`src/rtl/conv_encoder_pkg.sv`:
```
// rtl/conv_encoder_pkg.sv - generator taps, rate encodings and puncture constants shared by the encoder
package conv_encoder_pkg;

  localparam logic [6:0] G0_DEFAULT = 7'o133;
  localparam logic [6:0] G1_DEFAULT = 7'o171;

  typedef enum logic [1:0] {
    RATE_1_2 = 2'b00,
    RATE_2_3 = 2'b01,
    RATE_3_4 = 2'b10,
    RATE_RSVD = 2'b11
  } rate_e;

  localparam logic [1:0] PERIOD_2_3 = 2'd2;
  localparam logic [1:0] PERIOD_3_4 = 2'd3;

  // keep[0] = generator A bit, keep[1] = generator B bit
  localparam logic [1:0] KEEP_AB = 2'b11;
  localparam logic [1:0] KEEP_A  = 2'b01;
  localparam logic [1:0] KEEP_B  = 2'b10;

  function automatic logic parity7(input logic [6:0] vec, input logic [6:0] taps);
    return ^(vec & taps);
  endfunction

endpackage

```
`src/rtl/convolutional_encoder_puncture_mask.sv`:
```
// rtl/convolutional_encoder_puncture_mask.sv - per-phase keep mask and phase step; built only with CONV_ENCODER_PUNCTURE_EN
`ifdef CONV_ENCODER_PUNCTURE_EN
module puncture_mask
  import conv_encoder_pkg::*;
(
  input  rate_e       i_rate,
  input  logic [1:0]  i_phase,
  output logic [1:0]  o_keep,
  output logic [1:0]  o_next_phase
);

  always_comb begin
    o_keep       = KEEP_AB;
    o_next_phase = 2'd0;
    case (i_rate)
      RATE_2_3: begin
        if (i_phase == 2'd1) o_keep = KEEP_A;
        o_next_phase = (i_phase == PERIOD_2_3 - 2'd1) ? 2'd0 : i_phase + 2'd1;
      end
      RATE_3_4: begin
        if (i_phase == 2'd1)      o_keep = KEEP_A;
        else if (i_phase == 2'd2) o_keep = KEEP_B;
        o_next_phase = (i_phase == PERIOD_3_4 - 2'd1) ? 2'd0 : i_phase + 2'd1;
      end
      default: ;
    endcase
  end

endmodule
`endif

```
`src/rtl/convolutional_encoder.sv`:
```
// rtl/convolutional_encoder.sv - K=7 rate-1/2 encoder, 2-bit output buffer; CONV_ENCODER_PUNCTURE_EN adds rates 2/3 and 3/4
module convolutional_encoder
  import conv_encoder_pkg::*;
#(
  parameter logic [6:0] G0 = G0_DEFAULT,
  parameter logic [6:0] G1 = G1_DEFAULT
) (
  input  logic        i_clock,
  input  logic        i_reset,
  input  logic        i_start,
  input  logic [1:0]  i_rate,
  input  logic        i_input,
  input  logic        i_in_valid,
  output logic        o_in_ready,
  output logic        o_output,
  output logic        o_out_valid,
  input  logic        i_out_ready
);

  logic [5:0] r_sr;
  logic [1:0] r_buf;
  logic [1:0] r_cnt;

  logic [6:0] w_vec;
  logic       w_a;
  logic       w_b;
  logic       w_push;
  logic       w_pop;
  logic [1:0] w_keep;
  logic [1:0] w_load_buf;
  logic [1:0] w_load_cnt;

  assign w_vec = {i_input, r_sr};
  assign w_a   = parity7(w_vec, G0);
  assign w_b   = parity7(w_vec, G1);

  // A push is only allowed once the buffer is empty or is emptying this cycle
  assign o_in_ready  = !i_reset && !i_start &&
                       (r_cnt == 2'd0 || (r_cnt == 2'd1 && i_out_ready));
  assign o_out_valid = (r_cnt != 2'd0);
  assign o_output    = r_buf[0];
  assign w_push      = i_in_valid && o_in_ready;
  assign w_pop       = o_out_valid && i_out_ready;

`ifdef CONV_ENCODER_PUNCTURE_EN
  rate_e      r_rate;
  logic [1:0] r_phase;
  logic [1:0] w_next_phase;

  puncture_mask u_puncture_mask (
    .i_rate       (r_rate),
    .i_phase      (r_phase),
    .o_keep       (w_keep),
    .o_next_phase (w_next_phase)
  );

  always_ff @(posedge i_clock) begin
    if (i_reset) begin
      r_rate  <= RATE_1_2;
      r_phase <= 2'd0;
    end else if (i_start) begin
      r_rate  <= rate_e'(i_rate);
      r_phase <= 2'd0;
    end else if (w_push) begin
      r_phase <= w_next_phase;
    end
  end
`else
  logic w_unused_rate;
  assign w_unused_rate = ^i_rate;
  assign w_keep        = KEEP_AB;
`endif

  always_comb begin
    w_load_buf = 2'b00;
    w_load_cnt = 2'd0;
    case (w_keep)
      KEEP_AB: begin
        w_load_buf = {w_b, w_a};
        w_load_cnt = 2'd2;
      end
      KEEP_A: begin
        w_load_buf = {1'b0, w_a};
        w_load_cnt = 2'd1;
      end
      KEEP_B: begin
        w_load_buf = {1'b0, w_b};
        w_load_cnt = 2'd1;
      end
      default: ;
    endcase
  end

  always_ff @(posedge i_clock) begin
    if (i_reset || i_start) begin
      r_sr  <= 6'd0;
      r_buf <= 2'b00;
      r_cnt <= 2'd0;
    end else if (w_push) begin
      // Push implies the buffer is empty after any same-cycle pop
      r_sr  <= {i_input, r_sr[5:1]};
      r_buf <= w_load_buf;
      r_cnt <= w_load_cnt;
    end else if (w_pop) begin
      r_buf <= {1'b0, r_buf[1]};
      r_cnt <= r_cnt - 2'd1;
    end
  end

endmodule
```
`config.mk`:
```
export PLATFORM = sky130hd
export DESIGN_NAME = convolutional_encoder
export DESIGN_NICKNAME = d
export VERILOG_FILES = /design/src/rtl/conv_encoder_pkg.sv /design/src/rtl/convolutional_encoder_puncture_mask.sv /design/src/rtl/convolutional_encoder.sv
export SDC_FILE = /design/constraint.sdc
export NUM_CORES = 1
export LEC_CHECK = 0
export CAP_MARGIN = 10
export CORE_AREA = 2 2 39 41
export CTS_BUF_LIST = sky130_fd_sc_hd__clkbuf_8 sky130_fd_sc_hd__clkbuf_16
export DETAILED_ROUTE_END_ITERATION = 8
export DIE_AREA = 0 0 41 43
export PLACE_DENSITY_LB_ADDON = 0.1
export SKIP_LAST_GASP = 1
export SLEW_MARGIN = 25
export SYNTH_ARGS = -nofsm -noshare
export SYNTH_HDL_FRONTEND = slang
export SYNTH_SLANG_ARGS = --single-unit
```
`constraint.sdc`:
```
create_clock -name i_clock -period 2.85 [get_ports i_clock]
set_input_delay 0.57 -clock i_clock [delete_from_list [all_inputs] [get_ports i_clock]]
set_output_delay 0.57 -clock i_clock [all_outputs]
set_load 0.05 [all_outputs]
```
==> results of run 1 <==
cells by family (layout without fill, tap and decap cells):
kind of cell,count (synthesis),in the layout,share of synthesized area [%]
buf+inv,5,16,5.50
flops,10,10,40.0
xor+xnor,5,5,8.75
fa+ha+maj,2,2,5.00
simple gates,29,29,27.8
compound gates,6,6,11.0
mux,1,1,2.00
report_power, final:
group	total [mW]	internal [mW]	switching, mW	leakage, nW
registers	0.145	0.143	0.00180	0.0810
clock network	0.143	0.0921	0.0509	0.0216
logic	0.0521	0.0237	0.0284	0.160
sequential cells by signal (all words and copies together), names as in the netlist:
name   count
r_cnt      2
r_sr       6
r_buf      2
through the flow:
step | area, um^2 | power [mW]
4_1_cts | 651 | 0.345
2_1_floorplan | 500 | 0.180
6_report | 651 | 0.340
5_1_grt | 651 | 0.356
3_5_place_dp | 609 | 0.200
3_3_place_gp | 609 | 0.200
final timing paths:
kind / endpoint / slack [ns] / depth (start not counted)
worst min-delay path: r_sr[1] / 0.44 / 2
worst min register to register: r_sr[1] / 0.44 / 2
worst max-delay path: o_out_valid / 0.55 / 4
worst max register to register: r_buf[0] / 1.12 / 6
critical path: stages, from the launching register on:
cell and delay (ns):
dfxtp_1 0.37, inv_1 0.06, ha_1 0.22, inv_1 0.06, clkdlybuf4s50_1 0.79
area by class of cell:
class | count | area, um^2
Sequential cell | 10 | 200
Fill cell | 145 | 733
Tap cell | 16 | 20.0
Multi-Input combinational cell | 43 | 273
Clock buffer | 3 | 41.3
Timing Repair Buffer | 10 | 105
Inverter | 3 | 11.3
layer usage:
layer  vias to the layer above  part of all wire, %  GRT usage, %
met3                         0                  4.7          7.85
met2                         5                   48          19.1
met1                       193                   47          14.8
met5                         -                    0             0
li1                        214                    -             -
met4                         0                    0          4.00
cell usage in the layout, fill, tap and decap left out, drive strengths merged:
cell type	instances
o21ai	3
mux2i	1
buf	3
nand3	7
a21oi	1
xnor2	4
xor2	1
clkbuf	3
inv	3
nor2	2
ha	2
nor2b	1
or2	1
dfxtp	10
a2111oi	1
clkdlybuf4s50	7
a21o	1
nor3	2
and3	2
nand2	13
and2	1
==> summary.txt, run 1 <==
Setup path
  – Worst Path Arrival: 1.73 ns
  – Critical Path End Type: output port
  – Crit start category: flip-flop
  – Startpoint of the most critical register-to-register path: r_cnt[0]
  – Largest fanout on the critical path: 3
  – Required time reported for the critical path endpoint: 2.28 ns
  – Critical Path Start: r_cnt[0]
  – Critical setup path kind: reg -> out

Logic synthesis
  – Synth area leaders: dfxtp_1 (40%), nand2_1 (9.7%), nand3_1 (7.0%), xnor2_1 (7.0%), a2111oi_4 (5.5%)
  – Cell area after synthesis: 500 um^2
  – Library cell with the largest summed area after synthesis: dfxtp_1
  – Unique masters post-synth: 21
  – Net count after synthesis: 68
  – Most instantiated flip-flop cell in the synthesis netlist: dfxtp_1
  – Synth warnings: 0
  – Commonest cells in the netlist: nand2_1 (13), dfxtp_1 (10), nand3_1 (7)
  – Number of standard cells after synthesis: 58
  – Most numerous cell in the Yosys netlist: nand2_1
  – Sequential cell area fraction in the yosys report: 40.0%
  – Post-Syn Area per Cell: 8.63 um^2
  – Async set-reset flop share out of synthesis: 0%
  – Number of flip-flops and latches in the synthesized netlist: 10
  – Area share of the largest cell type after synthesis: 40.0%
  – Number of enable flip-flop cells after synthesis: 0

Layout
  – Fraction of final layout cells with drive strength greater than 1: 14.5%
  – Number of antenna cells inserted: 0
  – Post-layout util: 47.0%
  – Non-filler instance count after layout: 85
  – Nets: 81
  – Area overhead of the layout relative to synthesis: 30.0%

Floorplanning
  – Die X-Extent: 41 um
  – Standard cell core area: 1380 um^2
  – Count of standard-cell rows: 14
  – Die footprint: 1760 um^2
  – Number of top-level design ports: 11
  – Initial cell density of the core: 36.2%
  – Die span in y: 43 um

Clock tree
  – Hold buffer count at CTS: 0
  – Number of buffers inserted during clock tree synthesis: 3
  – Max Root-Sink Buffers: 2
  – Post-CTS clock slew at the launch and capture registers of the worst setup and hold paths: 0.05 ns
  – Number of gates resized after CTS: 0
  – Worst skew pair latency: 0.23 ns
  – Clock Tree Root: clkbuf_8
  – Clock tree from TritonCTS: done
  – Post-CTS setup-driven buffer insertion count: 0
  – Clock Sink Count: 10
  – CTS H-tree lvls: 1

Drt
  – DRC violations left: 0
  – Final routed wirelength across all metal layers: 893 um
  – Violation count after the first detailed-routing iteration: 3
  – DRT Pass-1 Iters: 4
  – Routed wire length per instance: 10.5 um
  – Count of vias placed by the detailed router: 412
  – Count of nets left with antenna violations after detail routing: 0
  – Via density: 4.85

STA
  – Hold slack: 0.439 ns
  – Final hold violation count: 0
  – Max Clock Freq: 436 MHz
  – Worst Setup Slack, final: 0.554 ns
  – Relative slew slack: 67.3%
  – Actual transition at the worst max-transition pin: 0.488 ns
  – Final Skew: 0.00234 ns
  – Total Neg Setup Slack: 0 ns
  – Number of slew-limit violations in the final report: 0
  – Final-report setup violation count: 0
  – RSZ-0062 raised after global routing: false
  – Minimum period implied by the final worst setup slack: 2.30 ns
  – Final worst-path cycle share: 80.6%

Place
  – Placed cells: 82
  – HPWL after DPL: 686 um
  – Minimum setup slack after placement: 0.690 ns
  – Final weighted congestion of routability-driven global placement: 0.709
  – Number of port buffers: 8

GRT
  – Aggregate global routing overflow: 0
  – Initial antenna violation count: 0
  – Total routing resource utilization after global routing: 12.8%
  – Vias in the first global route: 371
  – Global-route wire length before repair: 1.48 mm
  – Pin count of the biggest net entering global routing: 9

Pwr
  – Maximum VDD drop: 0.369 mV
  – Reported leakage power: 0.262 nW
  – Power per unit of standard cell area: 523 nW/um^2

Flow run
  – Max Cap Viol: 0

Worst hold path
  – Hold path startpoint: r_sr[2]
  – Path type of the worst min-delay path: reg -> reg

Run status
  – Result of the run: complete, no violations
No activity file was read; power rests on OpenSTA's default activity.
==> run 2: changes to the inputs <==
- clock period: 2.85 -> 2.15 ns (I/O delays scaled with it)
==> summary.txt, run 2 (same netlist as run 1, synthesis figures left out) <==
Clock tree
  – Hold buffer count at CTS: 0 (unchanged)
  – CTS H-tree lvls: 1 (unchanged)
  – Clock Tree Root: clkbuf_8 (unchanged)
  – Clock Sink Count: 10 (unchanged)
  – Post-CTS clock slew at the launch and capture registers of the worst setup and hold paths: 0.05 ns (about the same)
  – Post-CTS setup-driven buffer insertion count: 0 (unchanged)
  – Number of buffers inserted during clock tree synthesis: 3 (unchanged)
  – Clock tree from TritonCTS: done (unchanged)
  – Number of gates resized after CTS: 0 (unchanged)
  – Worst skew pair latency: 0.24 ns (was 0.23 ns)
  – Max Root-Sink Buffers: 2 (unchanged)

Drt
  – DRC violations left: 0 (unchanged)
  – Count of nets left with antenna violations after detail routing: 0 (unchanged)
  – Final routed wirelength across all metal layers: 869 um (was 893 um)
  – DRT Pass-1 Iters: 2 (was 4)
  – Via density: 4.55 (was 4.85)
  – Violation count after the first detailed-routing iteration: 4 (was 3)
  – Count of vias placed by the detailed router: 400 (was 412)
  – Routed wire length per instance: 9.88 um (was 10.5 um)

Worst hold path
  – Hold path depth: 2 (unchanged)
  – Path type of the worst min-delay path: reg -> reg (unchanged)

Layout
  – Sequential cell area in the final layout: 200 um^2 (unchanged)
  – Number of antenna cells inserted: 0 (unchanged)
  – Area overhead of the layout relative to synthesis: 35.2% (was 30.0%)
  – Number of fill cells in the layout: 138 (was 145)
  – Fraction of final layout cells with drive strength greater than 1: 19.4% (was 14.5%)
  – Register bank with the most flops: r_sr (unchanged)
  – Non-filler instance count after layout: 88 (was 85)
  – Nets: 83 (was 81)
  – Biggest regs: r_sr: 6 flops, r_buf: 2 flops, r_cnt: 2 flops (unchanged)
  – Final Instance Area: 677 um^2 (was 651 um^2)
  – Commonest non-fill, non-tap cells in the layout: nand2_1 (13), dfxtp_1 (10), nand3_1 (7), clkdlybuf4s50_1 (6), buf_4 (5) (was nand2_1 (13), dfxtp_1 (10), nand3_1 (7), clkdlybuf4s50_1 (7), xnor2_1 (4))
  – Number of flip-flops in the largest register: 6 (unchanged)
  – Leading cell type in the layout, fill and taps excluded: nand2_1 (unchanged)
  – Post-layout util: 48.9% (was 47.0%)
  – Total area of multi-input combinational cells: 273 um^2 (unchanged)

Setup path
  – Required time reported for the critical path endpoint: 1.72 ns (was 2.28 ns)
  – Crit path max-delay cell type: dfxtp_1 (was clkdlybuf4s50_1)
  – Worst-case reg-to-reg path depth: 6 (unchanged)
  – Largest fanout on the critical path: 3 (unchanged)
  – Crit start category: flip-flop (unchanged)
  – Critical setup path kind: reg -> out (unchanged)
  – Critical Path End Type: output port (unchanged)
  – Crit-path max cell delay: 0.36 ns (was 0.79 ns)
  – Cells along the critical path: inv_1 > ha_1 > a21o_1 > and2_2 > buf_12 (was inv_1 > ha_1 > inv_1 > clkdlybuf4s50_1)
  – Worst Path Arrival: 1.43 ns (was 1.73 ns)

GRT
  – Total routing resource utilization after global routing: 14.9% (was 12.8%)
  – Initial antenna violation count: 0 (unchanged)
  – Pin count of the biggest net entering global routing: 11 (was 9)
  – Global-route wire length before repair: 1.65 mm (was 1.48 mm)
  – Aggregate global routing overflow: 0 (unchanged)
  – Vias in the first global route: 415 (was 371)

Pwr
  – Power per unit of standard cell area: 732 nW/um^2 (was 523 nW/um^2)
  – Switching portion of total power: 22.5% (was 23.8%)
  – Internal power component: 0.384 mW (was 0.259 mW)
  – Maximum VDD drop: 0.427 mV (was 0.369 mV)
  – Combinational group share of total power: 14.2% (was 15.3%)
  – Part of the total power dissipated in sequential elements: 38.9% (was 42.7%)
  – Clock group share of total power: 46.9% (was 42.0%)
  – Switch Pwr: 0.112 mW (was 0.0811 mW)
  – Reported leakage power: 0.282 nW (was 0.262 nW)

STA
  – Final-report setup violation count: 0 (unchanged)
  – RSZ-0062 raised after global routing: false (unchanged)
  – Actual transition at the worst max-transition pin: 0.485 ns (was 0.488 ns)
  – Total Neg Setup Slack: 0 ns (unchanged)
  – Max Clock Freq: 539 MHz
  – Final Skew: 0.00385 ns (was 0.00234 ns)
  – Minimum period implied by the final worst setup slack: 1.86 ns
  – Final hold violation count: 0 (unchanged)
  – Number of slew-limit violations in the final report: 0 (unchanged)
  – Relative slew slack: 67.6% (was 67.3%)
  – Final worst-path cycle share: 86.3%
  – Hold slack: 0.438 ns (was 0.439 ns)

Floorplanning
  – Die X-Extent: 41 um (unchanged)
  – Initial cell density of the core: 36.2% (unchanged)
  – Die span in y: 43 um (unchanged)
  – Standard cell core area: 1380 um^2 (unchanged)
  – Count of standard-cell rows: 14 (unchanged)
  – Number of top-level design ports: 11 (unchanged)
  – Die footprint: 1760 um^2 (unchanged)

Flow run
  – Max Cap Viol: 0 (unchanged)

Place
  – HPWL after DPL: 667 um (was 686 um)
  – Number of port buffers: 8 (unchanged)
  – Final weighted congestion of routability-driven global placement: 0.636 (was 0.709)
  – Placed cells: 84 (was 82)
  – Instance area at placement: 622 um^2 (was 609 um^2)

Run status
  – Result of the run: complete, no violations (unchanged)
run 2: cell count changes in the layout (fill, tap and decap cells not counted), sizes merged:
cell,delta
clkdlybuf4s50,-1
clkbuf,+1
buf,+3
run 2: final timing paths:
kind	end	slack [ns]	from
hold reg to reg	r_sr[1]	0.44	r_sr[2]
hold / removal	r_sr[1]	0.44	r_sr[2]
setup reg to reg	r_buf[0]	0.56	r_cnt[0]
setup / recovery	o_in_ready	0.29	r_cnt[0]
run 2: critical path: cells and delay by family (launching register included):
family / cells / cell delay, ns
simple gates: 1 / 0.21
compound gates: 1 / 0.19
flops: 1 / 0.36
buf+inv: 2 / 0.21
fa+ha+maj: 1 / 0.22
run 2: power by group through the flow:
stage | registers [mW] | logic, mW | clock network [mW]
final | 0.193 | 0.0705 | 0.233
after global placement | 0.196 | 0.0717 | 0
after detailed placement | 0.196 | 0.0715 | 0
after floorplan | 0.197 | 0.0416 | 0
after CTS | 0.192 | 0.0718 | 0.244
after global routing | 0.193 | 0.0782 | 0.254
run 2: cell type report:
type | count | area share (%)
tap | 16 | 2.96
inverter | 3 | 1.66
clock buffer | 4 | 8.13
multi-input combinational | 43 | 40.3
timing repair buffer | 12 | 17.4
sequential | 10 | 29.6
run 2: metal layers:
layer / GRT usage [%] / share of wire, %
met5: 0 / 0
met4: 10.0 / 1.0
met2: 19.7 / 44
met1: 16.9 / 50
met3: 9.42 / 5.2
run 2: metrics by stage:
step | setup slack [ns] | total power [mW]
3_3_place_gp | 0.302 | 0.268
3_5_place_dp | 0.289 | 0.268
2_1_floorplan | 0.542 | 0.239
6_report | 0.294 | 0.496
4_1_cts | 0.267 | 0.508
5_1_grt | 0.187 | 0.525
